[src/rtl/fifo_arb_pkg.sv]
// Shared types and helpers for the FIFO write-port arbiter.
// log2() returns the number of bits needed to hold its argument.
package fifo_arb_pkg;

   typedef enum logic [0:0] {ST_IDLE, ST_XFER} arb_state_t;

   localparam int unsigned PKT_CNT_WIDTH = 16;

   function automatic int unsigned log2(input int unsigned value);
      int unsigned n;
      n = 0;
      for (int unsigned i = 0; i < 32; i++) begin
         if ((value >> i) != 0) n = i + 1;
      end
      return n;
   endfunction

endpackage

[src/rtl/fifo_wr_arbiter_rr_pick.sv]
// Combinational round-robin picker: first set request after i_last_id, modulo N.
// The request vector is doubled so the wrap-around search becomes a plain priority encode.
module rr_pick
   import fifo_arb_pkg::*;
#(
   parameter int unsigned N  = 4,
   parameter int unsigned IW = (log2(N - 1) < 1) ? 1 : log2(N - 1)
) (
   input  logic [N-1:0]  i_req,
   input  logic [IW-1:0] i_last_id,
   output logic          o_any,
   output logic [IW-1:0] o_pick_id
);

   logic [2*N-1:0] w_dbl;
   logic [2*N-1:0] w_mask;
   logic [2*N-1:0] w_cand;

   always_comb begin
      w_dbl = {i_req, i_req};
      w_mask = '0;
      for (int unsigned i = 0; i < 2 * N; i++) begin
         w_mask[i] = (i > 32'(i_last_id)) && (i <= 32'(i_last_id) + N);
      end
      w_cand = w_dbl & w_mask;
      // Descending scan so the lowest candidate position wins.
      o_pick_id = '0;
      for (int unsigned i = 2 * N; i > 0; i--) begin
         if (w_cand[i-1]) o_pick_id = (i - 1 >= N) ? IW'(i - 1 - N) : IW'(i - 1);
      end
   end

   assign o_any = |i_req;

endmodule

[src/rtl/fifo_wr_arbiter.sv]
// Packet-granular round-robin arbiter sharing one FIFO write port among NUM_REQ requesters.
// Throttles on full (and optionally almost-full at grant time); forces release after MAX_PKT_LEN beats.
module fifo_wr_arbiter
   import fifo_arb_pkg::*;
#(
   parameter int unsigned NUM_REQ       = 4,
   parameter int unsigned WIDTH         = 32,
   parameter int unsigned MAX_PKT_LEN   = 256,
   parameter string       ALM_FULL_GATE = "TRUE",
   parameter int unsigned ID_WIDTH      = (log2(NUM_REQ - 1) < 1) ? 1 : log2(NUM_REQ - 1)
) (
   input  logic                     i_clk,
   input  logic                     i_rst_n,
   input  logic [NUM_REQ-1:0]       i_req_valid,
   input  logic [NUM_REQ*WIDTH-1:0] i_req_data,
   input  logic [NUM_REQ-1:0]       i_req_last,
   output logic [NUM_REQ-1:0]       o_req_ready,
   output logic                     o_fifo_wr_en,
   output logic [WIDTH-1:0]         o_fifo_wr_data,
   input  logic                     i_fifo_full,
   input  logic                     i_fifo_almost_full,
   output logic                     o_grant_valid,
   output logic [ID_WIDTH-1:0]      o_grant_id,
   output logic [PKT_CNT_WIDTH-1:0] o_pkt_cnt,
   output logic                     o_err_trunc
);

   localparam bit                     GATE_EN   = (ALM_FULL_GATE == "TRUE");
   localparam logic [15:0]            LAST_BEAT = 16'(MAX_PKT_LEN - 1);

   arb_state_t                 r_state,       w_nxt_state;
   logic [ID_WIDTH-1:0]        r_grant_id,    w_nxt_grant_id;
   logic                       r_grant_valid, w_nxt_grant_valid;
   logic [ID_WIDTH-1:0]        r_last_id,     w_nxt_last_id;
   logic [15:0]                r_beat_cnt,    w_nxt_beat_cnt;
   logic [PKT_CNT_WIDTH-1:0]   r_pkt_cnt,     w_nxt_pkt_cnt;
   logic                       r_err_trunc,   w_nxt_err_trunc;

   logic                       w_any;
   logic [ID_WIDTH-1:0]        w_pick;
   logic                       w_accept;

   rr_pick #(
      .N  (NUM_REQ),
      .IW (ID_WIDTH)
   ) u_pick (
      .i_req     (i_req_valid),
      .i_last_id (r_last_id),
      .o_any     (w_any),
      .o_pick_id (w_pick)
   );

   always_ff @(posedge i_clk or negedge i_rst_n) begin
      if (!i_rst_n) begin
         r_state       <= ST_IDLE;
         r_grant_id    <= '0;
         r_grant_valid <= 1'b0;
         r_last_id     <= ID_WIDTH'(NUM_REQ - 1);
         r_beat_cnt    <= '0;
         r_pkt_cnt     <= '0;
         r_err_trunc   <= 1'b0;
      end else begin
         r_state       <= w_nxt_state;
         r_grant_id    <= w_nxt_grant_id;
         r_grant_valid <= w_nxt_grant_valid;
         r_last_id     <= w_nxt_last_id;
         r_beat_cnt    <= w_nxt_beat_cnt;
         r_pkt_cnt     <= w_nxt_pkt_cnt;
         r_err_trunc   <= w_nxt_err_trunc;
      end
   end

   always_comb begin
      w_nxt_state       = r_state;
      w_nxt_grant_id    = r_grant_id;
      w_nxt_grant_valid = r_grant_valid;
      w_nxt_last_id     = r_last_id;
      w_nxt_beat_cnt    = r_beat_cnt;
      w_nxt_pkt_cnt     = r_pkt_cnt;
      w_nxt_err_trunc   = 1'b0;
      o_req_ready       = '0;
      o_fifo_wr_en      = 1'b0;
      o_fifo_wr_data    = '0;
      w_accept          = 1'b0;

      case (r_state)
         ST_IDLE: begin
            if (w_any && (!GATE_EN || !i_fifo_almost_full)) begin
               w_nxt_grant_id    = w_pick;
               w_nxt_grant_valid = 1'b1;
               w_nxt_beat_cnt    = '0;
               w_nxt_state       = ST_XFER;
            end
         end
         ST_XFER: begin
            o_req_ready[r_grant_id] = ~i_fifo_full;
            o_fifo_wr_data          = i_req_data[r_grant_id*WIDTH +: WIDTH];
            w_accept                = i_req_valid[r_grant_id] & ~i_fifo_full;
            o_fifo_wr_en            = w_accept;
            if (w_accept) begin
               w_nxt_beat_cnt = r_beat_cnt + 16'd1;
               // A last beat always counts as a packet, even when it lands on the length limit.
               if (i_req_last[r_grant_id] || (r_beat_cnt == LAST_BEAT)) begin
                  w_nxt_state       = ST_IDLE;
                  w_nxt_grant_valid = 1'b0;
                  w_nxt_last_id     = r_grant_id;
                  if (i_req_last[r_grant_id]) w_nxt_pkt_cnt   = r_pkt_cnt + PKT_CNT_WIDTH'(1);
                  else                        w_nxt_err_trunc = 1'b1;
               end
            end
         end
         default: w_nxt_state = ST_IDLE;
      endcase
   end

   assign o_grant_valid = r_grant_valid;
   assign o_grant_id    = r_grant_id;
   assign o_pkt_cnt     = r_pkt_cnt;
   assign o_err_trunc   = r_err_trunc;

endmodule

[config.mk]
export PLATFORM = sky130hd
export DESIGN_NAME = fifo_wr_arbiter
export DESIGN_NICKNAME = d
export VERILOG_FILES = /design/src/rtl/fifo_arb_pkg.sv /design/src/rtl/fifo_wr_arbiter_rr_pick.sv /design/src/rtl/fifo_wr_arbiter.sv
export SDC_FILE = /design/constraint.sdc
export NUM_CORES = 1
export LEC_CHECK = 0
export CORE_UTILIZATION = 34
export CTS_BUF_LIST = sky130_fd_sc_hd__clkbuf_8
export DETAILED_ROUTE_END_ITERATION = 10
export GPL_ROUTABILITY_DRIVEN = 0
export GPL_TIMING_DRIVEN = 0
export HOLD_SLACK_MARGIN = 0.03
export PLACE_DENSITY = 0.88
export REMOVE_ABC_BUFFERS = 1
export SLEW_MARGIN = 40
export SYNTH_ARGS = -nofsm -noshare
export SYNTH_HDL_FRONTEND = slang
export SYNTH_SLANG_ARGS = --single-unit
[constraint.sdc]
create_clock -name i_clk -period 2 [get_ports i_clk]
set_clock_uncertainty 0.1 [all_clocks]
set_input_delay 0.4 -clock i_clk [delete_from_list [all_inputs] [get_ports i_clk]]
set_output_delay 0.4 -clock i_clk [all_outputs]
set_load 0.005 [all_outputs]
==> metrics.md <==
| Metric | Value |
|---|---|
| Logic pwr share | 72.8% |
| Leakage power | 0.00252 uW |
| Global-route wire length before repair | 20700 um |
| # IOs | 197 |
| Max Cap Viol | 0 |
| Nets | 662 |
| Via Count | 3686 |
| CTS tree | yes |
| Async set-reset flop share out of synthesis | 100% |
| Fraction of layout cells with a size suffix above 1 | 34.9% |
| Largest net degree at the start of global routing | 40 |
| Yosys reg bits | 39 |
| Fin Setup TNS | -17.58 ns |
| Buf/Inv on CP | 5 |
| Main flop type after synthesis | dfrtp_1 |
| Count of input and output buffers | 196 |
| Crit Path Category | flip-flop to primary output |
| Area share of the largest cell type after synthesis | 29.7% |
| Critical Path RT | 1.50 ns |
| Final hold vios | 0 |
| Peak VDD IR | 0.622 mV |
| Setup WS post-layout | -0.365 ns |
| WL final | 14200 um |
| Net Sw Frac | 37.8% |
| Hold_sp | o_pkt_cnt[15] |
| Die Wd | 97.7 um |
| Hold Path Depth | 1 |
| Gr usage total | 28.2% |
| Critical R2R Launch | o_grant_id[0] |
| Cells along the critical path | buf_12 > buf_16 > buf_6 > nand3b_1 > o22a_4 > clkinvlp_4 > buf_6 |
| Part of the cycle the worst path needs | 118% |
| Worst Hold Class | flip-flop to flip-flop |
| CTS clock-pin slew for the worst setup and hold paths | 0.07 ns |
| Die Y | 97.7 um |
| Yosys top cell by area | dfrtp_1 |
| Register-to-Register Setup Slack | -0.36 ns |
| Post-synth EDFFs | 0 |
| Synth area leaders | dfrtp_1 (30%), mux4_2 (23%), and2_1 (6.6%), mux2i_1 (3.5%), nand3_1 (2.7%) |
| Net Switching | 2650 uW |
| CTS max path bufs | 2 |
| Crit path max-delay family | buffers and inverters |
| Total Power | 7030 uW |
| Hold EP | o_pkt_cnt[15] |
| Detailed Routing Iterations Pass 1 | 9 |
| Max incr delay on CP | 0.53 ns |
| Failing checks | DRC, setup timing |
| Area growth syn-to-layout | 97.1% |
| WL/cell | 22.6 um |
| Yosys warning count | 0 |
| CTS Sinks | 39 |
| Root buffer cell | clkbuf_8 |
| DP HPWL | 8530 um |
| Post-DRT Antenna Nets | 0 |
| Number of global-route vias before repair | 3734 |
| Worst-Margin Slew | 0.507 ns |
| Slew Limit Fails | 0 |
| Worst path slowest cell | dfrtp_4 |
| Cells after Synth | 295 |
| Final Setup Violations | 73 |
| R2R Path End | r_beat_cnt[10] |
| RSZ-0062 raised after global routing | yes |
| PwrDens | 1150 nW/um^2 |
| Internal power | 4370 uW |
| Syn Area/Cell | 10.6 um^2 |
| Initial DRC count | 340 |
| Sequential fraction of the synthesis area | 31.4% |
| Seq pwr share | 18.8% |
| Yosys cell types | 42 |
| Drc violations | 34 |
| Critical Path End Type | primary output |
| Most numerous cell on the critical path | buf_6 |
| Die Area | 9540 um^2 |
| Vias/cell | 5.86 |
| Worst path arrival time | 1.86 ns |
| # rows | 34 |
| Mapped cell area | 3110 um^2 |
| Core ar. | 8810 um^2 |
| Num CTS Buffers | 5 |
| Worst-skew pair later-pin latency | 0.30 ns |
| Initial Util | 35.4% |
| Total grt overflow | 0 |
| Max FO, Critical Path | 5 |
| Status | finished with violations |
| Worst Reg2Reg Path Length in Cells | 9 |
| ANT cells | 0 |
| Clock power share | 8.3% |
| Tmin final | 2.36 ns |
| Slew HR | 66.2% |
| CP startpoint kind | flip-flop |
| Place WS | -1.39 ns |
| Initial antenna violation count | 0 |
| H-tree levels | 2 |
| Max Fclk | 423 MHz |
==> sequential cells by signal (all words and copies together) (netlist names) <==
| register | flops |
|---|---|
| o_pkt_cnt | 16 |
| r_beat_cnt | 16 |
| o_grant_id | 2 |
| r_last_id | 2 |
| o_err_trunc | 1 |
| o_grant_valid | 1 |
| r_state | 1 |
==> synth_stat cells (all sizes together) (4+ instances only) <==
| cell | n |
|---|---|
| mux4 | 32 |
| and4 | 4 |
| clkbuf | 13 |
| a31oi | 11 |
| nand3 | 17 |
| inv | 5 |
| nand4 | 11 |
| xor2 | 9 |
| and2 | 33 |
| nor3 | 7 |
| buf | 12 |
| dfrtp | 37 |
| o31ai | 4 |
| o21ai | 5 |
| nor2 | 13 |
| xnor2 | 7 |
| mux2i | 11 |
| nand3b | 4 |
| a21oi | 7 |
| a21o | 4 |
| nor4 | 9 |
| nand2 | 15 |
==> metal layers <==
| layer | GRT usage (%) | share of wire, % | vias up |
|---|---|---|---|
| li1 | - | - | 1593 |
| met5 | 0 | 0 | - |
| met3 | 7.99 | 9.6 | 54 |
| met4 | 7.11 | 3.4 | 0 |
| met2 | 49.0 | 50 | 228 |
| met1 | 34.2 | 37 | 1811 |
==> area by class of cell <==
cell class                      count  area, um^2
Sequential cell                    39         990
Tap cell                          108         135
Fill cell                         637        2670
Clock inverter                      1        3.75
Multi-Input combinational cell    228        2400
Clock buffer                        7        96.3
Inverter                            5        22.5
Timing Repair inverter              2        15.0
Timing Repair Buffer              239        2470
==> worst max-delay path by stage <==
| stage | slack, ns | end | cells past startpoint | from |
|---|---|---|---|---|
| 3_3_place_gp | -2.69 | o_fifo_wr_en | 4 | o_grant_id[0] |
| 2_1_floorplan | -1.57 | o_pkt_cnt[1] | 5 | o_grant_id[0] |
| 3_5_place_dp | -1.39 | o_fifo_wr_en | 4 | r_state |
| 6_report | -0.36 | o_fifo_wr_en | 7 | o_grant_id[0] |
| 4_1_cts | -0.39 | o_fifo_wr_en | 6 | o_grant_id[0] |
| 5_1_grt | -0.39 | o_fifo_wr_en | 7 | o_grant_id[0] |
==> cell families after synthesis <==
family | count (synthesis) | share of synthesized area, %
AOI/OAI and AO/OA | 40 | 8.56
xor gates and xnor gates | 16 | 4.50
adders and majority gates | 2 | 0.804
buffers and inverters | 30 | 4.50
DFF | 39 | 31.4
muxes | 46 | 27.8
and+or+nand+nor | 122 | 22.4
==> power groups by stage <==
stage	Sequential [uW]	Clock (uW)	Combinational, uW
floorplan	1400	0	1570
global placement	1560	0	3080
detailed placement	1490	0	3250
CTS	1260	589	4360
global route	1360	625	5390
finish	1320	587	5120
==> worst register-to-register path, cell delays in order, from the launching register on <==
cell        delay (ns)
dfrtp_4           0.53
buf_12            0.16
or3b_4            0.41
o22a_4            0.24
buf_4             0.15
clkbuf_16         0.16
buf_6             0.12
clkinvlp_4        0.13
a31oi_1           0.10
a31oi_1           0.19
==> cells in the final DEF, fill, tap and decap left out, types with 4 or more instances in the layout <==
cell type	count
a21o_1	4
a31oi_1	10
and2_1	20
and2_4	13
buf_12	5
buf_16	4
buf_2	23
buf_4	11
buf_6	31
clkbuf_8	7
clkdlybuf4s50_1	156
dfrtp_1	34
inv_1	5
mux2i_1	8
mux4_2	32
nand2_1	14
nand3_1	13
nand3b_1	4
nand4_1	11
nor2_1	13
nor3_4	4
nor4_4	7
xnor2_1	6
xor2_1	9
==> repair_timing <==
action / in CTS / in global routing
resized for setup: 211 / 62
cloned: 8 / 4
endpoints found under the hold margin: 37 / 0
setup endpoints to repair: 76 / 77
hold buffers: 1 / 0
setup buffers: 25 / 13
pin swaps: 29 / 25
==> stage by stage <==
| stage | util, % | hold slack (ns) | instances | cell area [um^2] |
|---|---|---|---|---|
| final | 69.7 | 0.376 | 629 | 6130 |
| after global routing | 69.7 | 0.406 | 629 | 6130 |
| after floorplan | - | 0.00441 | 270 | 2990 |
| after detailed placement | 58.1 | 0.302 | 575 | 5120 |
| after CTS | 65.0 | 0.375 | 617 | 5720 |
| after global placement | 57.8 | 0.357 | 574 | 5090 |
Note: power is estimated with default switching activity, not from simulation.
